$ cat config.mk
export PLATFORM = sky130hd
export DESIGN_NAME = axi_rd_burst_split_flat
export DESIGN_NICKNAME = d
export VERILOG_FILES = /design/src/rtl/axi_rd_burst_split_pkg.sv /design/src/rtl/axi_rd_burst_split_if.sv /design/src/rtl/axi_burst_len_calc.sv /design/src/rtl/axi_rd_burst_split.sv /design/src/flat_wrapper.sv
export SDC_FILE = /design/constraint.sdc
export NUM_CORES = 1
export LEC_CHECK = 0
export ABC_AREA = 0
export CAP_MARGIN = 0
export CORE_AREA = 2 2 473 475
export CTS_CLUSTER_SIZE = 20
export DETAILED_ROUTE_END_ITERATION = 7
export DIE_AREA = 0 0 475 477
export PLACE_DENSITY = 0.32
export SYNTH_ARGS = -nofsm -noshare
export SYNTH_HDL_FRONTEND = slang
export SYNTH_SLANG_ARGS = --single-unit
$ cat constraint.sdc
create_clock -name i_clk -period 14.5 [get_ports i_clk]
set_input_delay 2.9 -clock i_clk [delete_from_list [all_inputs] [get_ports i_clk]]
set_output_delay 2.9 -clock i_clk [all_outputs]
set_load 0.01 [all_outputs]
$ cat src/rtl/axi_rd_burst_split_pkg.sv
// Shared AXI constants, splitter FSM state type and a log2 helper for AxSIZE.
// Latency: n/a (package only).
// Backpressure: n/a (package only).
package axi_rd_burst_split_pkg;

  localparam logic [1:0] AXI_BURST_INCR = 2'b01;
  localparam logic [1:0] AXI_RESP_OKAY  = 2'b00;
  localparam int         AXI_4KB        = 4096;

  typedef enum logic [1:0] {
    ST_IDLE  = 2'd0,
    ST_ISSUE = 2'd1,
    ST_DRAIN = 2'd2
  } state_t;

  // Exact log2 of a power of two (bytes per beat -> AxSIZE encoding).
  function automatic int log2i(input int v);
    int r;
    r = 0;
    for (int i = 0; i < 16; i++) begin
      if ((1 << i) == v) r = i;
    end
    return r;
  endfunction

endpackage

$ cat src/rtl/axi_rd_burst_split_if.sv
// Bundles the DMA request port, AXI AR/R channels and core-side R return.
// Latency: n/a (wires only).
// Backpressure: n/a; master = splitter view, slave = DMA core + AXI slave view.
// Ports: req_* (request in), m_ar*/m_r* (AXI read), core_* (data to core), rd_err.
interface axi_rd_burst_split_if #(
  parameter int AXI_AWIDTH = 64,
  parameter int AXI_DWIDTH = 512
);
  logic                  req_valid;
  logic                  req_ready;
  logic [AXI_AWIDTH-1:0] req_addr;
  logic [31:0]           req_len;
  logic                  req_done;

  logic [3:0]            m_arid;
  logic [AXI_AWIDTH-1:0] m_araddr;
  logic                  m_arvalid;
  logic                  m_arready;
  logic [7:0]            m_arlen;
  logic [2:0]            m_arsize;
  logic [1:0]            m_arburst;

  logic [AXI_DWIDTH-1:0] m_rdata;
  logic                  m_rvalid;
  logic                  m_rready;
  logic                  m_rlast;
  logic [1:0]            m_rresp;

  logic [AXI_DWIDTH-1:0] core_rdata;
  logic                  core_rvalid;
  logic                  core_rready;
  logic                  core_rlast;
  logic                  rd_err;

  modport master (
    input  req_valid, req_addr, req_len, m_arready,
           m_rdata, m_rvalid, m_rlast, m_rresp, core_rready,
    output req_ready, req_done, m_arid, m_araddr, m_arvalid, m_arlen,
           m_arsize, m_arburst, m_rready, core_rdata, core_rvalid,
           core_rlast, rd_err
  );

  modport slave (
    output req_valid, req_addr, req_len, m_arready,
           m_rdata, m_rvalid, m_rlast, m_rresp, core_rready,
    input  req_ready, req_done, m_arid, m_araddr, m_arvalid, m_arlen,
           m_arsize, m_arburst, m_rready, core_rdata, core_rvalid,
           core_rlast, rd_err
  );
endinterface

$ cat src/rtl/axi_burst_len_calc.sv
// Beats in the next INCR burst: min(remaining, max burst, beats left in 4 KB page).
// Latency: combinational.
// Backpressure: none.
// Ports: i_addr_lo = address[11:0] (beat aligned), i_ar_rem = beats left, o_blen (>=1 when i_ar_rem>=1).
module axi_burst_len_calc
  import axi_rd_burst_split_pkg::*;
#(
  parameter int AXI_DWIDTH        = 512,
  parameter int AXI_MAX_BURST_LEN = 64
) (
  input  logic [11:0] i_addr_lo,
  input  logic [31:0] i_ar_rem,
  output logic [8:0]  o_blen
);
  localparam int BPB = AXI_DWIDTH / 8;
  localparam int SZ  = log2i(BPB);

  logic [12:0] w_to_4k;
  logic [12:0] w_cap;

  always_comb begin
    // Aligned address means the page remainder is always a whole number of beats.
    w_to_4k = 13'((13'(AXI_4KB) - {1'b0, i_addr_lo}) >> SZ);
    w_cap   = (w_to_4k < 13'(AXI_MAX_BURST_LEN)) ? w_to_4k : 13'(AXI_MAX_BURST_LEN);
    o_blen  = (i_ar_rem < {19'd0, w_cap}) ? i_ar_rem[8:0] : w_cap[8:0];
  end

endmodule

$ cat src/rtl/axi_rd_burst_split.sv
// Splits DMA read requests into 4 KB-safe INCR bursts, caps bursts in flight, passes R through.
// Latency: AR one cycle after accept; R data zero-latency pass-through; req_done one cycle after final beat.
// Backpressure: AR held stable until m_arready; m_rready follows core_rready directly (no buffering).
// Ports: i_clk, i_reset (sync, active high), bus (master modport: request, AXI AR/R, core R, rd_err).
module axi_rd_burst_split
  import axi_rd_burst_split_pkg::*;
#(
  parameter int AXI_AWIDTH        = 64,
  parameter int AXI_DWIDTH        = 512,
  parameter int AXI_MAX_BURST_LEN = 64,
  parameter int MAX_OUTSTANDING   = 4,
  parameter int ID                = 0
) (
  input  logic                  i_clk,
  input  logic                  i_reset,
  axi_rd_burst_split_if.master  bus
);
  localparam int BPB = AXI_DWIDTH / 8;
  localparam int SZ  = log2i(BPB);
  localparam int OW  = $clog2(MAX_OUTSTANDING + 1);

  state_t                r_state;
  state_t                w_state_nxt;
  logic [AXI_AWIDTH-1:0] r_cur_addr;
  logic [31:0]           r_ar_rem;
  logic [31:0]           r_beat_rem;
  logic [OW-1:0]         r_outst;
  logic                  r_rd_err;
  logic                  r_done;

  logic [8:0] w_blen;
  logic       w_arvalid;
  logic       w_req_ready;
  logic       w_accept;
  logic       w_ar_hs;
  logic       w_rready;
  logic       w_r_hs;
  logic       w_rlast_hs;
  logic       w_final_beat;

  axi_burst_len_calc #(
    .AXI_DWIDTH        (AXI_DWIDTH),
    .AXI_MAX_BURST_LEN (AXI_MAX_BURST_LEN)
  ) u_len_calc (
    .i_addr_lo (r_cur_addr[11:0]),
    .i_ar_rem  (r_ar_rem),
    .o_blen    (w_blen)
  );

  assign w_rready     = bus.core_rready && !i_reset;
  assign w_accept     = w_req_ready && bus.req_valid;
  assign w_ar_hs      = w_arvalid && bus.m_arready;
  // Beats outside an active request carry no accounting.
  assign w_r_hs       = bus.m_rvalid && w_rready && (r_state != ST_IDLE);
  assign w_rlast_hs   = w_r_hs && bus.m_rlast;
  assign w_final_beat = w_r_hs && (r_state == ST_DRAIN) && (r_beat_rem == 32'd1);

  always_ff @(posedge i_clk) begin
    if (i_reset) r_state <= ST_IDLE;
    else         r_state <= w_state_nxt;
  end

  always_comb begin
    w_state_nxt = r_state;
    w_arvalid   = 1'b0;
    w_req_ready = 1'b0;
    case (r_state)
      ST_IDLE: begin
        w_req_ready = 1'b1;
        if (bus.req_valid && (bus.req_len != 32'd0)) w_state_nxt = ST_ISSUE;
      end
      ST_ISSUE: begin
        w_arvalid = (r_outst < OW'(MAX_OUTSTANDING));
        if (w_arvalid && bus.m_arready && (r_ar_rem == 32'(w_blen))) w_state_nxt = ST_DRAIN;
      end
      ST_DRAIN: begin
        if (w_final_beat) w_state_nxt = ST_IDLE;
      end
      default: w_state_nxt = ST_IDLE;
    endcase
  end

  always_ff @(posedge i_clk) begin
    if (i_reset) begin
      r_cur_addr <= '0;
      r_ar_rem   <= '0;
      r_beat_rem <= '0;
      r_outst    <= '0;
      r_rd_err   <= 1'b0;
      r_done     <= 1'b0;
    end else begin
      // Zero-length requests complete in the cycle after accept; others after the last beat.
      r_done <= (w_accept && (bus.req_len == 32'd0)) || w_final_beat;
      if (w_accept) begin
        r_cur_addr <= bus.req_addr;
        r_ar_rem   <= bus.req_len;
        r_beat_rem <= bus.req_len;
        r_rd_err   <= 1'b0;
      end
      if (w_ar_hs) begin
        r_cur_addr <= r_cur_addr + (AXI_AWIDTH'(w_blen) << SZ);
        r_ar_rem   <= r_ar_rem - 32'(w_blen);
      end
      if (w_r_hs) begin
        r_beat_rem <= r_beat_rem - 32'd1;
        if (bus.m_rresp != AXI_RESP_OKAY) r_rd_err <= 1'b1;
      end
      // A burst issued and one retired in the same cycle leaves the count unchanged.
      if (w_ar_hs && !w_rlast_hs)      r_outst <= r_outst + OW'(1);
      else if (!w_ar_hs && w_rlast_hs) r_outst <= r_outst - OW'(1);
    end
  end

  assign bus.req_ready   = w_req_ready;
  assign bus.req_done    = r_done;
  assign bus.m_arid      = 4'(ID);
  assign bus.m_araddr    = r_cur_addr;
  assign bus.m_arvalid   = w_arvalid;
  assign bus.m_arlen     = 8'(w_blen - 9'd1);
  assign bus.m_arsize    = 3'(SZ);
  assign bus.m_arburst   = AXI_BURST_INCR;
  assign bus.m_rready    = w_rready;
  assign bus.core_rdata  = bus.m_rdata;
  assign bus.core_rvalid = bus.m_rvalid;
  assign bus.core_rlast  = bus.m_rvalid && (r_beat_rem == 32'd1);
  assign bus.rd_err      = r_rd_err;

endmodule

$ cat src/flat_wrapper.sv
// flat-port wrapper written by rule: the top's interface ports become plain ports
module axi_rd_burst_split_flat import axi_rd_burst_split_pkg::*;
#(
  parameter int AXI_AWIDTH        = 64,
  parameter int AXI_DWIDTH        = 512,
  parameter int AXI_MAX_BURST_LEN = 64,
  parameter int MAX_OUTSTANDING   = 4,
  parameter int ID                = 0
)
  (i_clk, i_reset, bus_req_valid, bus_req_addr, bus_req_len, bus_m_arready, bus_m_rdata, bus_m_rvalid, bus_m_rlast, bus_m_rresp, bus_core_rready, bus_req_ready, bus_req_done, bus_m_arid, bus_m_araddr, bus_m_arvalid, bus_m_arlen, bus_m_arsize, bus_m_arburst, bus_m_rready, bus_core_rdata, bus_core_rvalid, bus_core_rlast, bus_rd_err);
  axi_rd_burst_split_if #(.AXI_AWIDTH(AXI_AWIDTH), .AXI_DWIDTH(AXI_DWIDTH)) bus_i ();
  input  logic i_clk;
  input  logic i_reset;
  input wire logic [$bits(bus_i.req_valid)-1:0] bus_req_valid;
  input wire logic [$bits(bus_i.req_addr)-1:0] bus_req_addr;
  input wire logic [$bits(bus_i.req_len)-1:0] bus_req_len;
  input wire logic [$bits(bus_i.m_arready)-1:0] bus_m_arready;
  input wire logic [$bits(bus_i.m_rdata)-1:0] bus_m_rdata;
  input wire logic [$bits(bus_i.m_rvalid)-1:0] bus_m_rvalid;
  input wire logic [$bits(bus_i.m_rlast)-1:0] bus_m_rlast;
  input wire logic [$bits(bus_i.m_rresp)-1:0] bus_m_rresp;
  input wire logic [$bits(bus_i.core_rready)-1:0] bus_core_rready;
  output wire logic [$bits(bus_i.req_ready)-1:0] bus_req_ready;
  output wire logic [$bits(bus_i.req_done)-1:0] bus_req_done;
  output wire logic [$bits(bus_i.m_arid)-1:0] bus_m_arid;
  output wire logic [$bits(bus_i.m_araddr)-1:0] bus_m_araddr;
  output wire logic [$bits(bus_i.m_arvalid)-1:0] bus_m_arvalid;
  output wire logic [$bits(bus_i.m_arlen)-1:0] bus_m_arlen;
  output wire logic [$bits(bus_i.m_arsize)-1:0] bus_m_arsize;
  output wire logic [$bits(bus_i.m_arburst)-1:0] bus_m_arburst;
  output wire logic [$bits(bus_i.m_rready)-1:0] bus_m_rready;
  output wire logic [$bits(bus_i.core_rdata)-1:0] bus_core_rdata;
  output wire logic [$bits(bus_i.core_rvalid)-1:0] bus_core_rvalid;
  output wire logic [$bits(bus_i.core_rlast)-1:0] bus_core_rlast;
  output wire logic [$bits(bus_i.rd_err)-1:0] bus_rd_err;
  assign bus_i.req_valid = bus_req_valid;
  assign bus_i.req_addr = bus_req_addr;
  assign bus_i.req_len = bus_req_len;
  assign bus_i.m_arready = bus_m_arready;
  assign bus_i.m_rdata = bus_m_rdata;
  assign bus_i.m_rvalid = bus_m_rvalid;
  assign bus_i.m_rlast = bus_m_rlast;
  assign bus_i.m_rresp = bus_m_rresp;
  assign bus_i.core_rready = bus_core_rready;
  assign bus_req_ready = bus_i.req_ready;
  assign bus_req_done = bus_i.req_done;
  assign bus_m_arid = bus_i.m_arid;
  assign bus_m_araddr = bus_i.m_araddr;
  assign bus_m_arvalid = bus_i.m_arvalid;
  assign bus_m_arlen = bus_i.m_arlen;
  assign bus_m_arsize = bus_i.m_arsize;
  assign bus_m_arburst = bus_i.m_arburst;
  assign bus_m_rready = bus_i.m_rready;
  assign bus_core_rdata = bus_i.core_rdata;
  assign bus_core_rvalid = bus_i.core_rvalid;
  assign bus_core_rlast = bus_i.core_rlast;
  assign bus_rd_err = bus_i.rd_err;
  axi_rd_burst_split #(.AXI_AWIDTH(AXI_AWIDTH), .AXI_DWIDTH(AXI_DWIDTH), .AXI_MAX_BURST_LEN(AXI_MAX_BURST_LEN), .MAX_OUTSTANDING(MAX_OUTSTANDING), .ID(ID)) u_core (.i_clk(i_clk), .i_reset(i_reset), .bus(bus_i));
endmodule
==> run_results.csv <==
group,metric,value,unit
status,outcome,"completed",
placed_design,place_area,14000,um2
yosys,yosysUniqueCellTypes,72,
floorplan,fp.dieW,475,um
worst_setup_path,r2r_start,"u_core.bus.m_araddr[5]",
power_and_ir_drop,power_leakage,4.04,nW
timing,setup_tns,0,ps
global_routing,grt_start_max_net_pins,62,
drt,drt_iter0_drc,561,
timing,setup_viol,0,
timing,worst_pin_slew,1060,ps
timing,hold_viol,0,
cts,cts_hold_buf,0,
drt,via_per_inst,2.47,
global_routing,grt_pass1_wl,118,mm
worst_setup_path,critPathBufInv,3,
timing,timing.fmax,0.113,GHz
global_routing,globalRouteTotalUtil,0.0804,
worst_setup_path,critPathMaxFanout,18,
cts,post_cts_buffers,0,
drt,vias,10600,
timing,fin_worst_skew,18.4,ps
yosys,yosys_warnings,0,
floorplan,start_util,0.0558,
drt,avgRoutedWirePerCell,22.1,um
cts,max-clock-path-buffers,2,
yosys,netlist_instances,1635,
hold_path,hp-start,"u_core.bus.rd_err",
finish,fin_util,0.0663,
floorplan,core-area,221000,um2
drt,drtPass1Iterations,5,
cts,cts_sinks,135,
drt,met1Wirelength,25.8,mm
worst_setup_path,cp_top_family,"simple AND/OR/NAND/NOR gates",
yosys,ys.flop_type,"dfxtp_1",
finish,mostFrequentLayoutCells,"clkdlybuf4s50_1, nand2_1, dfxtp_1",
worst_setup_path,crit_arrival,5940,ps
finish,nets,1934,
cts,cts_tree,"built",
floorplan,ioPinCount,1217,
finish,drive_gt1_frac,0.0684,
worst_setup_path,critPathLaunchType,"flip-flop",
placed_design,io_buffer_count,183,
yosys,syn_avg_cell_area,7.56,um2
finish,fillCellCount,26000,
yosys,synth_edf_count,0,
floorplan,fp.dieH,477,um
drt,wl_met3,13.7,mm
finish,layout_commonest_cell,"clkdlybuf4s50_1",
timing,finalCriticalPeriod,8840,ps
timing,drv_slew,0,
yosys,ys_seq_area_frac,0.219,
drt,wl_met2,46.5,mm
timing,relSlewSlack,0.291,
worst_setup_path,required,11600,ps
cts,htreeDepth,4,
cts,postCtsResizedCells,0,
drt,drc,0,
global_routing,grt_overflow,0,
worst_setup_path,crit_path_top_delay_cell,"clkdlybuf4s50_1",
yosys,synth_area,12400,um2
power_and_ir_drop,powerDensity,105,nW/um2
floorplan,std_cell_rows,173,
drt,dr.max_layer_used,"met5",
timing,fin_crit_sh,0.610,
finish,postLayoutCellArea,14700,um2
run,drv_cap,0,
cts,cts_buffers,17,
worst_setup_path,critPathCaptureType,"primary output",
floorplan,dieArea,227000,um2
drt,antenna_left,0,
power_and_ir_drop,power,1.54,mW
cts,cts.clk_slew.worst_paths,80,ps
yosys,yosys_register_bits,135,
cts,clockRootBuffer,"clkbuf_16",
placed_design,globalplace.congestion,0.727,
global_routing,antenna_found_initial,55,
worst_setup_path,crit_chain,"nor4_2 -> nand4_1 -> or3_1 -> xor2_1 -> inv_1 -> ha_1 -> a21o_1 -> a211oi_1 -> nand3_4 -> mux2_2 -> inv_1 -> ha_1 -> or4bb_1 -> mux2i_1 -> xnor2_1 -> clkdlybuf4s50_1",
worst_setup_path,path_class,"flip-flop to primary output",
worst_setup_path,slowest_delay,570,ps
global_routing,first_global_vias,10500,
finish,syn_to_final_growth,18.7,%
placed_design,dp_hpwl,79.8,mm
drt,finalWirelength,94.5,mm
hold_path,min_path_type,"flip-flop to flip-flop",
placed_design,placed_cells,4244,
worst_setup_path,crit_start,"u_core.bus.m_araddr[5]",
power_and_ir_drop,max-vdd-ir-drop,0.101,mV
timing,rsz0062_at_grt,"no",
finish,fin_cells,4281,
cts,clk_latency,510,ps
yosys,ys_async_sr_fraction,0,
[worst reg2reg max path, stage by stage (launching register included)]
cell,delay [ps]
dfxtp_1,330
nor4_2,550
nand4_1,310
or3_1,460
xor2_1,260
inv_1,110
ha_1,300
a21o_1,160
a211oi_1,370
nand3_4,300
nor2_1,220
a21o_1,160
ha_1,180
inv_1,50
fa_1,410
nand2b_1,210
a21oi_1,210
o21ai_1,100
buf_4,190
a311oi_1,290
buf_4,220
nand2_1,250
or4_1,560
a31oi_1,170
[final timing paths]
kind	slack [ps]	depth (start not counted)	end
setup / recovery	5660	16	bus_m_arlen[6]
hold / removal	460	2	u_core.bus.rd_err
setup reg to reg	8060	23	u_core.bus.m_araddr[46]
hold reg to reg	460	2	u_core.bus.rd_err
[area by class of cell]
| type | instances | area, um2 | share of cell area |
|---|---|---|---|
| antenna | 5 | 12.5 | 0.000852 |
| clock buffer | 17 | 425 | 0.0290 |
| clock inverter | 15 | 209 | 0.0142 |
| inverter | 47 | 176 | 0.0120 |
| multi-input combinational | 880 | 5420 | 0.369 |
| sequential | 135 | 2700 | 0.184 |
| tap | 2975 | 3720 | 0.254 |
| timing repair buffer | 207 | 2010 | 0.137 |
[synthesized netlist by cell type, types with 14 or more instances]
cell	instances	area [um2]
nand2_1	150	563
buf_4	522	3920
nand4_1	19	119
o22ai_1	14	87.6
o211ai_1	25	188
nor3_1	29	145
o21ai_0	47	235
nand3_1	41	205
dfxtp_1	135	2700
inv_1	47	176
clkbuf_1	54	203
xnor2_1	18	158
a31oi_1	61	382
ha_1	26	325
xor2_1	15	131
a22oi_1	29	218
nor4_1	23	144
or3_1	27	169
a21oi_1	86	430
nor2_1	78	293
[stage by stage]
stage	setup slack, ps	hold slack [ps]
floorplan	7060	454
global placement	6110	447
detailed placement	6100	454
CTS	5500	466
global route	5180	509
finish	5660	462
[kinds of logic (layout without fill, tap and decap cells)]
group                    Yosys count  after routing  share of synthesized area
AO/OA/AOI/OAI                    351            351                      0.185
XOR/XNOR                          33             33                     0.0234
adder cells (fa/ha/maj)           29             29                     0.0312
buffers and inverters            629            286                      0.349
flip-flops                       135            135                      0.219
multiplexers                      11             11                     0.0101
other                              2             16                   0.000607
AND/OR/NAND/NOR                  445            445                      0.182
[flip-flops by register name (all words and copies together) (netlist names)]
name                 cells
u_core.bus.m_araddr     64
u_core.r_ar_rem         32
u_core.r_beat_rem       32
u_core.r_outst           3
u_core.r_state           2
u_core.bus.rd_err        1
u_core.bus.req_done      1
[per-layer routing]
metal  GRT usage  vias up
met5    0.000640        -
met4      0.0649       10
met3      0.0500      495
met2       0.141      763
met1      0.0626     4762
li1            -     4535
[power breakdown]
group	leakage, nW	switching (mW)	internal [mW]
registers	1.11	0.0503	0.407
clock network	0.307	0.247	0.279
logic	2.62	0.341	0.220
total	4.04	0.638	0.906
(Power assumes the default switching activity.)
